<file path="src/rtl/onebitram_ctrl.sv">
// Request/response controller for a bank of DEPTH one-bit RAM cells.
// Optional write read-back verification is enabled by defining RAM_VERIFY_EN.
module onebitram_ctrl #(
    parameter int DEPTH       = 8,
    parameter int ADDR_WIDTH  = 3,
    parameter int READ_CYCLES = 1
) (
    input  logic                  clock,
    input  logic                  reset,
    input  logic                  req_valid,
    output logic                  req_ready,
    input  logic                  req_write,
    input  logic [ADDR_WIDTH-1:0] req_addr,
    input  logic                  req_wdata,
    output logic                  rsp_valid,
    input  logic                  rsp_ready,
    output logic                  rsp_data,
    output logic                  rsp_error,
    output logic [DEPTH-1:0]      cell_write_enable,
    output logic                  cell_write_data,
    output logic [DEPTH-1:0]      cell_read_enable,
    input  logic [DEPTH-1:0]      cell_read_data
);

    localparam int                  CNT_W    = (READ_CYCLES > 1) ? $clog2(READ_CYCLES) : 1;
    localparam logic [CNT_W-1:0]    CNT_LAST = CNT_W'(READ_CYCLES - 1);
    localparam logic [ADDR_WIDTH:0] DEPTH_A  = (ADDR_WIDTH + 1)'(DEPTH);

    typedef enum logic [1:0] {IDLE, WRITE, READ, RESP} state_t;

    function automatic logic [DEPTH-1:0] onehot(input logic [ADDR_WIDTH-1:0] a);
        return {{(DEPTH - 1){1'b0}}, 1'b1} << a;
    endfunction

    state_t                  state_q, state_d;
    logic [CNT_W-1:0]        cnt_q, cnt_d;
    logic                    req_ready_q, req_ready_d;
    logic                    rsp_valid_q, rsp_valid_d;
    logic                    rsp_data_q, rsp_data_d;
    logic                    rsp_error_q, rsp_error_d;
    logic [DEPTH-1:0]        we_q, we_d;
    logic [DEPTH-1:0]        re_q, re_d;
    logic                    wd_q, wd_d;
    logic [ADDR_WIDTH-1:0]   addr_q;
    logic                    accept;
    logic                    in_range;
    logic                    rd_bit;
`ifdef RAM_VERIFY_EN
    logic                    wr_q;
    logic                    wdata_q;
`endif

    assign accept   = req_valid & req_ready_q;
    assign in_range = {1'b0, req_addr} < DEPTH_A;
    assign rd_bit   = |(cell_read_data & onehot(addr_q));

    always_comb begin
        state_d     = state_q;
        cnt_d       = cnt_q;
        req_ready_d = 1'b0;
        rsp_valid_d = rsp_valid_q;
        rsp_data_d  = rsp_data_q;
        rsp_error_d = rsp_error_q;
        we_d        = '0;
        re_d        = '0;
        wd_d        = 1'b0;
        case (state_q)
            IDLE: begin
                req_ready_d = 1'b1;
                if (accept) begin
                    req_ready_d = 1'b0;
                    if (!in_range) begin
                        state_d     = RESP;
                        rsp_valid_d = 1'b1;
                        rsp_data_d  = 1'b0;
                        rsp_error_d = 1'b1;
                    end else if (req_write) begin
                        state_d = WRITE;
                        we_d    = onehot(req_addr);
                        wd_d    = req_wdata;
                    end else begin
                        state_d = READ;
                        re_d    = onehot(req_addr);
                        cnt_d   = '0;
                    end
                end
            end
            WRITE: begin
`ifdef RAM_VERIFY_EN
                state_d = READ;
                re_d    = onehot(addr_q);
                cnt_d   = '0;
`else
                state_d     = RESP;
                rsp_valid_d = 1'b1;
                rsp_data_d  = 1'b0;
                rsp_error_d = 1'b0;
`endif
            end
            READ: begin
                if (cnt_q == CNT_LAST) begin
                    // Strobe drops with the sample so it is high exactly READ_CYCLES cycles
                    state_d     = RESP;
                    rsp_valid_d = 1'b1;
                    rsp_data_d  = rd_bit;
`ifdef RAM_VERIFY_EN
                    rsp_error_d = wr_q & (rd_bit != wdata_q);
`else
                    rsp_error_d = 1'b0;
`endif
                end else begin
                    re_d  = re_q;
                    cnt_d = cnt_q + CNT_W'(1);
                end
            end
            RESP: begin
                if (rsp_ready) begin
                    state_d     = IDLE;
                    req_ready_d = 1'b1;
                    rsp_valid_d = 1'b0;
                    rsp_data_d  = 1'b0;
                    rsp_error_d = 1'b0;
                end
            end
            default: state_d = IDLE;
        endcase
    end

    always_ff @(posedge clock or posedge reset) begin
        if (reset) begin
            state_q     <= IDLE;
            cnt_q       <= '0;
            req_ready_q <= 1'b0;
            rsp_valid_q <= 1'b0;
            rsp_data_q  <= 1'b0;
            rsp_error_q <= 1'b0;
            we_q        <= '0;
            re_q        <= '0;
            wd_q        <= 1'b0;
        end else begin
            state_q     <= state_d;
            cnt_q       <= cnt_d;
            req_ready_q <= req_ready_d;
            rsp_valid_q <= rsp_valid_d;
            rsp_data_q  <= rsp_data_d;
            rsp_error_q <= rsp_error_d;
            we_q        <= we_d;
            re_q        <= re_d;
            wd_q        <= wd_d;
        end
    end

    // Request payload is only meaningful once accepted, so it needs no reset
    always_ff @(posedge clock) begin
        if (accept) begin
            addr_q <= req_addr;
`ifdef RAM_VERIFY_EN
            wr_q    <= req_write;
            wdata_q <= req_wdata;
`endif
        end
    end

    assign req_ready         = req_ready_q;
    assign rsp_valid         = rsp_valid_q;
    assign rsp_data          = rsp_data_q;
    assign rsp_error         = rsp_error_q;
    assign cell_write_enable = we_q;
    assign cell_write_data   = wd_q;
    assign cell_read_enable  = re_q;

endmodule
</file>
<file path="config.mk">
export PLATFORM = sky130hd
export DESIGN_NAME = onebitram_ctrl
export DESIGN_NICKNAME = d
export VERILOG_FILES = /design/src/rtl/onebitram_ctrl.sv
export SDC_FILE = /design/constraint.sdc
export NUM_CORES = 1
export LEC_CHECK = 0
export CAP_MARGIN = 5
export CORE_MARGIN = 2
export CORE_UTILIZATION = 46
export CTS_CLUSTER_DIAMETER = 200
export DETAILED_ROUTE_END_ITERATION = 7
export GPL_TIMING_DRIVEN = 0
export PLACE_DENSITY = 0.85
export REMOVE_ABC_BUFFERS = 1
export SLEW_MARGIN = 20
export SYNTH_ARGS = -nofsm -noshare
export SYNTH_HDL_FRONTEND = slang
export SYNTH_SLANG_ARGS = --single-unit
</file>
<file path="constraint.sdc">
create_clock -name clock -period 2.45 [get_ports clock]
set_clock_uncertainty 0.1 [all_clocks]
set_input_delay 0.3675 -clock clock [delete_from_list [all_inputs] [get_ports clock]]
set_output_delay 0.3675 -clock clock [all_outputs]
set_load 0.005 [all_outputs]
</file>
# Word-level counts from Yosys, hierarchy flattened
# Cells that the tools add are included.
[totals]
register_bits = 27
inputBits = 17
out_inout_bits = 21
word_cells = 58
[op_classes]
bitwise_logic = 3
n_reduce_logical = 6
n_eq_ne = 7
mux = 29
n_addsub = 1
shift = 2
[op_table]
columns = ["op", "count"]
rows = [
  ["two-way mux 8 bit", 6],
  ["case mux 8 bit (2 select lines)", 1],
  ["<< shifter 1 x 3 -> 8 bit, first input constant", 2],
  ["two-way mux 1 bit", 12],
  ["case mux 1 bit (3 select lines)", 3],
  ["AND reduction 3 bit", 3],
  ["bitwise AND 8 bit", 1],
  ["two-way mux 2 bit", 4],
  ["!= test 2 bit, second input constant", 4],
  ["case mux 2 bit (4 select lines)", 1],
  ["OR reduction 8 bit", 1],
  ["== test 2 bit, second input constant", 2],
  ["case mux 1 bit (2 select lines)", 2],
  ["== test 2 x 1 -> 1 bit, second input constant", 1],
  ["logical NOT 2 bit", 1],
  ["nonzero test 2 bit", 1],
  ["adder 1 bit, second input constant", 1],
  ["bitwise AND 1 bit", 1],
  ["NOT 1 bit", 1],
]

# Longest topological paths before layout
# Gate-level depths: netlist of run 1.
[depth]
depth_word = 5
depth_mapped = 5

# Worst setup path before layout of run 1
# OpenSTA, ideal clock, no wires.
[synth_path]
kind = "reg-to-reg"
from = "register state_q[1]"
to = "register state_q[0]"
slack_ps = 991
path_buffers = 0
required_ps = 2222
stages_incl_launch_ff = 5
setup_ps = 128
arrival_ps = 1231
path_cell_list = "dfrtp_1 ha_1 nor2b_1 a21oi_1 mux2_1"
[synth_between]
elab_chain_cells = 3
word_cells_on_any_way = 9
classes_between = "6 x eq/ne; 1 x mux; 2 x reduce/logical"
[synth_rtl]
columns = ["element", "line", "rtl"]
rows = [
  ["from (decl)", "35", "state_t state_q, state_d;"],
  ["from (signal assigned)", "141", "state_q <= state_d;"],
  ["== test 2 bit / logical NOT 2 bit (equally long branches)", "67", "case (state_q)"],
  ["!= test 2 bit (no line)", "--", ""],
  ["AND reduction 3 bit (no line)", "--", ""],
]
# Parallel ways exist; a longest one is shown, timed or not.
# A chain may end at the register's enable or synchronous reset.

# Final worst setup path of run 1
[layout_path]
from = "register req_ready_q (netlist: req_ready)"
to = "output port req_ready"
[layout_rtl]
columns = ["element", "line", "rtl"]
rows = [
  ["from (decl)", "37", "logic req_ready_q, req_ready_d;"],
  ["from (signal assigned)", "143", "req_ready_q <= req_ready_d;"],
  ["to (decl)", "11", "output logic req_ready,"],
]
# No word-level cell between the ends.

==> results.txt, run 1 <==
* Status: complete, no violations
- Summed over all instances, the cell type with the most area after synthesis is dfrtp_1.
- After synthesis, the netlist uses 26 different library cells.
* Worst-path clk slew: 0.12 ns
- Critical path required time: 1.98 ns
- The commonest cells after synthesis are 22 x dfrtp_1, 15 x nor2_1, 6 x inv_1, 6 x nand2_1.
- Category of the most critical setup path: reg -> out
* Hold-fix buffers at CTS: 0
- Summing over every cut layer, the via total after detailed routing is 771.
- Congestion Overflow GR: 0
- Maximum fanout count along the critical path: 5
* Buffer and inverter count on the worst path: 1
* Hold violation count in the final report: 0
* Launch point of the worst path: req_ready$_DFF_PP0_
* Number of setup buffers added after CTS: 0
- Unrepaired setup endpoints after global routing: no
* ANT nets after route: 0
- Number of standard cells after synthesis: 92
- The later pin in the worst-skew pair is clocked with a latency of 0.31 ns.
- Number of core rows: 17
- The floorplan step defined a die boundary enclosing 0.00268 mm2.
- In this run the register-to-register setup slack is 0.82 ns.
* Setup TNS: 0 ns
* Family of cells with the greatest summed delay on the critical path: buffers and inverters
* Initial Utilization: 0.480
- After routing the design area is 0.00145 mm2.
- Worst slew pin tran: 0.794 ns
* Number of antenna diodes: 0
- For this run, the register share of the synthesized area comes to 0.610.
* Maximum cell stage delay along the critical path: 0.54 ns
* Number of DRC markers in iteration 0: 5
* CTS sink count: 25
- Number of H-tree branching levels: 1
- Max-slew headroom at the worst pin: 0.470
- Yosys warning total: 0
- Detailed-routing iteration count for the pre-antenna-repair pass: 4
- The synthesized design contains 3 enable-type register cells.
- Among all flip-flop cells after synthesis, the most frequent one is dfrtp_1.
* WL per Instance: 13.7 um
- Power spread over the standard cell area amounts to 699 mW/mm2.
- In this run the worst hold path is classified as in -> async.
- Routability-driven placement congestion ratio: 0.710
- Residual DRC count: 0
* Vias per cell: 4.88
- Among all cell types in the netlist, the one instantiated most often is dfrtp_1.
- Across the VDD grid, the largest voltage drop is 414 uV.
* Leakage power of the design: 0.653 nW
* Final Routed Wirelength: 2170 um
- Share of the core filled with cells in the final layout: 0.664
* Number of fill cells: 172
* Die Span Y: 51.8 um
* Startpoint class of the critical path: flop
- Area contributors post-synth: dfrtp_1 52%, edfxtp_1 8.6%, nor2_1 5.4%
* Cell total after placement: 154
- Final period utilization: 0.708
- Detailed routing placed a total of 149 um of wire on met3.
- Share of cells above drive strength 1: 0.0462
- TritonCTS built the clock tree.
- From synthesis to final layout, the design area changed by 38.3%.
- GRT Resource Usage Total: 0.182
* Global-route wire length before repair: 3460 um
* Area of the core region: 0.00219 mm2
* Horizontal extent of the die: 51.8 um
* Post-detailed-placement cell area: 0.00143 mm2
- The worst path needs 1.73 ns of the cycle, external delays included.
* Master cell of the clock root buffer: clkbuf_4
* Slowest CP cell: clkdlybuf4s50_1
* Proportion of register bits with asynchronous set or reset after synthesis: 0.880
* Number of pins with negative max-slew slack in the final report: 0
- Non-filler cells in the finished layout: 158
* Longest Clk Path Bufs: 2
- The startpoint identified for the worst register-to-register timing path is state_q[0]$_DFFE_PP0P_.
- The highest metal layer carrying signal wires in the routed design is met4.
- In this run the critical register-to-register path is captured at cell_write_enable[1]$_DFF_PP0_.
- Number of buffers added by the clock tree synthesis step: 3
- The mapped netlist covers 0.00105 mm2.
- Entering global routing, the biggest net connects 23 pins.
- Static timing analysis puts the maximum clock frequency at 577 MHz.
- Routed wl met2: 1160 um
- Max capacitance violation total: 0
- The critical path goes through clkdlybuf4s50_1.
- The via count of the first global-routing pass was 808.
- # setup viols final: 0
- The share of synthesized area in the top cell type comes to 0.524.
* WP data arrival: 1.27 ns
- # IOs: 38
- The initial antenna violation count was 0.
- After detailed routing, the wire length on met1 is 813 um.
- Final net count: 152
- Input and output buffers added on the ports amount to 36.
- Register bit total from synthesis: 25
- Nature of the critical path endpoint: output port
* Average footprint of a synthesized cell: 11.4 um2
- Detailed placement finished with a half-perimeter wire length of 1730 um.
- Depth of the worst register-to-register path: 5
- After clock tree synthesis, the repair step resized 0 gates.
power by group:
group          total (W)  switching, W  leakage (nW)  internal, W
Sequential      0.000499     0.0000323         0.325     0.000467
Combinational   0.000342      0.000170         0.313     0.000172
Clock           0.000174      0.000111        0.0150    0.0000636
Total            0.00102      0.000313         0.653     0.000703
logic make-up (layout without fill, tap and decap cells):
logic type / after synthesis / in the layout / share of synthesized area
AOI/OAI and AO/OA: 9 / 9 / 0.0631
adders and majority gates: 4 / 4 / 0.0476
buffers and inverters: 9 / 47 / 0.0429
DFF: 25 / 25 / 0.610
muxes: 6 / 6 / 0.0595
other: 1 / 1 / 0.00357
and+or+nand+nor: 38 / 38 / 0.174
worst max path at each step:
stage                                   endpoint  slack [ns]  cells past startpoint
after floorplan           state_q[0]$_DFFE_PP0P_        0.99                      4
after global placement    state_q[0]$_DFFE_PP0P_        0.67                      4
after detailed placement  state_q[1]$_DFFE_PP0P_        0.62                      4
after CTS                              req_ready        0.70                      1
after global routing                   req_ready        0.67                      1
final                                  req_ready        0.72                      1
cell usage in the layout, fill, tap and decap left out, drive strengths merged, types with 2 or more instances in the layout:
master,instances
nand2b,3
a22oi,2
ha,4
clkbuf,4
nor2b,4
dfrtp,22
o21ai,3
mux2,2
nand2,6
clkdlybuf4s50,36
nor2,15
mux2i,4
nor3,4
edfxtp,3
nand3,4
inv,7
flip-flops by register name (all words and copies together) (netlist names):
name,count
rsp_data,1
addr_q,3
rsp_valid,1
cell_read_enable,8
state_q,2
cell_write_data,1
cell_write_enable,8
req_ready,1
cell type report:
type | count | area, um2 | share of cell area
Timing Repair Buffer | 36 | 360 | 0.248
Sequential cell | 25 | 641 | 0.441
Tap cell | 28 | 35.0 | 0.0241
Multi-Input combinational cell | 58 | 365 | 0.251
Clock buffer | 4 | 26.3 | 0.0181
Inverter | 7 | 26.3 | 0.0181
stage by stage:
stage	power (W)	setup slack, ns	hold WS (ns)
finish	0.00102	0.716	0.390
global route	0.00109	0.671	0.461
CTS	0.00103	0.704	0.410
detailed placement	0.000852	0.624	0.387
global placement	0.000826	0.673	0.373
floorplan	0.000722	0.991	0.257
layer usage:
metal | GRT usage | up-vias
li1 | - | 377
met4 | 0.101 | 0
met5 | 0 | -
met2 | 0.325 | 26
met1 | 0.199 | 364
met3 | 0.0402 | 4
No activity file was read; power rests on OpenSTA's default activity.
==> run 2, diff against run 1 <==
Settings changed: CORE_UTILIZATION 46 to 43, PLACE_DENSITY 0.85 to 0.8.
Clock period 2.45 ns to 1.6 ns, I/O delays scaled along.
==> run 2 against run 1 <==
  * Sequential cell count stayed put
  * Final cell count is 1.3% higher
  * Register-to-register slack worse by 0.73 ns
  * Sequential share of layout area is 1.0 points lower
  * Worst setup slack worse by 0.65 ns
  * Sequential power is 52% higher
  * Critical path type unchanged
  * Critical endpoint unchanged
  * Largest cell class unchanged
==> results.txt, run 2 (synthesis gave the netlist of run 1 again) <==
- The run finished with clean final reports.
- Final period utilization: 0.962
* Share of the core filled with cells in the final layout: 0.660
- Post-layout power: 0.00163 W
* Number of H-tree branching levels: 1
- Die Span Y: 53.4 um
- Measured against its own limit, the worst slew margin works out to 0.465.
* Worst slack at placement: -0.0838 ns
* Worst-path clk slew: 0.13 ns
* Final WS setup: 0.0611 ns
* Number of DRC markers in iteration 0: 11
- The slowest stage of the critical path belongs to the cell clkdlybuf4s50_1.
- Relative area change from synthesis to final layout: 41.7%
- HPWL after DPL: 1600 um
* Share of cells above drive strength 1: 0.0909
- Initial antenna violation count: 0
- WP data arrival: 1.20 ns
- In the final routed layout, each cell accounts on average for 12.7 um.
* Max capacitance violation total: 0
- Master cell of the clock root buffer: clkbuf_4
- No sink is reached through more buffers than the 2 on the longest clock path.
* Number of buffers inserted by port buffering: 36
* Initial Utilization: 0.466
- Worst slew pin tran: 0.802 ns
* Pin count of the biggest net entering global routing: 23
- Commonest cells after routing, fill and taps aside: 36 x clkdlybuf4s50_1, 22 x dfrtp_1, 15 x nor2_1, 6 x nand2_1, 6 x inv_1
* Leading cell type in the layout, fill and taps excluded: clkdlybuf4s50_1
- Setup repair after global routing left no endpoint under its margin.
- For this design, the sink count on the clock tree is 25.
* Max Clock Freq: 650 MHz
- Maximum cell stage delay along the critical path: 0.52 ns
- Critical path cell sequence: clkdlybuf4s50_1
- Setup violations remaining at the end of the flow were counted as 0.
- Dividing the detail-routed via count by the number of cells gives 4.93.
- The final count of hold timing violations is 0.
- The congestion estimate from routability-driven global placement came to 0.710.
- Category of the most critical setup path: reg -> out
- TritonCTS built the clock tree.
* Final Routed Wirelength: 2040 um
- STA puts the critical path data required time at 1.26 ns.
* Areal power density over the cells: 1100 mW/mm2
- Nature of the critical path endpoint: output port
- Fill cells in the final layout number 180.
* Worst Hold Class: in -> async
- Number of global-route vias before repair: 751
* Number of pins with negative max-slew slack in the final report: 0
- The worst path needs 1.54 ns of the cycle, external delays included.
- # IOs: 38
- Family of cells with the greatest summed delay on the critical path: buffers and inverters
* Horizontal extent of the die: 53.4 um
- GRT Resource Usage Total: 0.161
* ANT nets after route: 0
- Number of antenna diodes: 0
- Startpoint class of the critical path: flop
- In this run the standard cell core region covers 0.00225 mm2.
- Row generation in the floorplan step produced 17 rows.
- Congestion Overflow GR: 0
- Total via count in the routed design: 789
- Worst Hold Slack: 0.267 ns
* Clock latency at the later pin of the worst-skew pair: 0.30 ns
- After detailed routing, the number of remaining DRC violations is 0.
- Buffers inserted to repair hold after CTS numbered 0.
* Global-route wire length before repair: 3290 um
* Leakage power of the design: 0.667 nW
* Detailed-routing iteration count for the pre-antenna-repair pass: 4
- After the last flow step, the layout net total stands at 154.
- Along the worst path, the maximum fanout reaches 2.
- Counting both buffers and inverters, the worst setup path holds a total of 1.
* Worst vdd rail ir drop: 947 uV
* Number of buffers added by the clock tree synthesis step: 3
* Setup TNS: 0 ns
- The die covers 0.00286 mm2.
==> run 2: stage by stage <==
stage	instances	cell area [um2]
4_1_cts	159	1470
3_3_place_gp	154	1430
6_report	160	1490
3_5_place_dp	154	1430
5_1_grt	160	1490
2_1_floorplan	90	1030
==> run 2: what timing repair did <==
item	CTS	global route
setup endpoints to repair	2	6
pin swaps	0	0
resized for setup	1	3
setup buffers	1	1
==> run 2: final timing paths <==
| path | startpoint | endpoint | slack, ns | cells after the start |
|---|---|---|---|---|
| setup / recovery | req_ready$_DFF_PP0_ | req_ready | 0.06 | 1 |
| min in group clock | req_wdata | cell_write_data$_DFF_PP0_ | 0.41 | 3 |
| max in group asynchronous | reset | cell_read_enable[4]$_DFF_PP0_ | 0.64 | 2 |
| setup reg to reg | state_q[1]$_DFFE_PP0P_ | state_q[0]$_DFFE_PP0P_ | 0.09 | 4 |
| hold reg to reg | rsp_valid$_DFFE_PP0P_ | rsp_valid$_DFFE_PP0P_ | 0.41 | 2 |
| hold / removal | reset | cell_write_enable[6]$_DFF_PP0_ | 0.27 | 2 |
==> run 2: where the power goes <==
group	switching (W)	internal (W)	total [W]
clock	0.000173	0.0000933	0.000266
sequential	0.0000446	0.000715	0.000759
combinational	0.000284	0.000324	0.000608
==> run 2: area by class of cell <==
class / count / area [um2] / area share
Sequential cell: 25 / 641 / 0.430
Multi-Input combinational cell: 58 / 384 / 0.258
Timing Repair Buffer: 38 / 375 / 0.252
Tap cell: 28 / 35.0 / 0.0235
Inverter: 7 / 26.3 / 0.0176
Clock buffer: 3 / 22.5 / 0.0151
Clock inverter: 1 / 5.00 / 0.00336
==> run 2: per-layer routing <==
| layer | vias up | routed length [um] | track usage |
|---|---|---|---|
| met2 | 25 | 1040 | 0.276 |
| met4 | 0 | 43 | 0.0812 |
| met1 | 377 | 848 | 0.200 |
| met3 | 4 | 107 | 0.0169 |
| li1 | 383 | - | - |
| met5 | - | 0 | 0 |
==> run 3, diff against run 2 <==
Settings changed: ABC_AREA from default to 0.
==> results of run 3 <==
No change in the layout: final DEF, timing and power equal those of run 2.
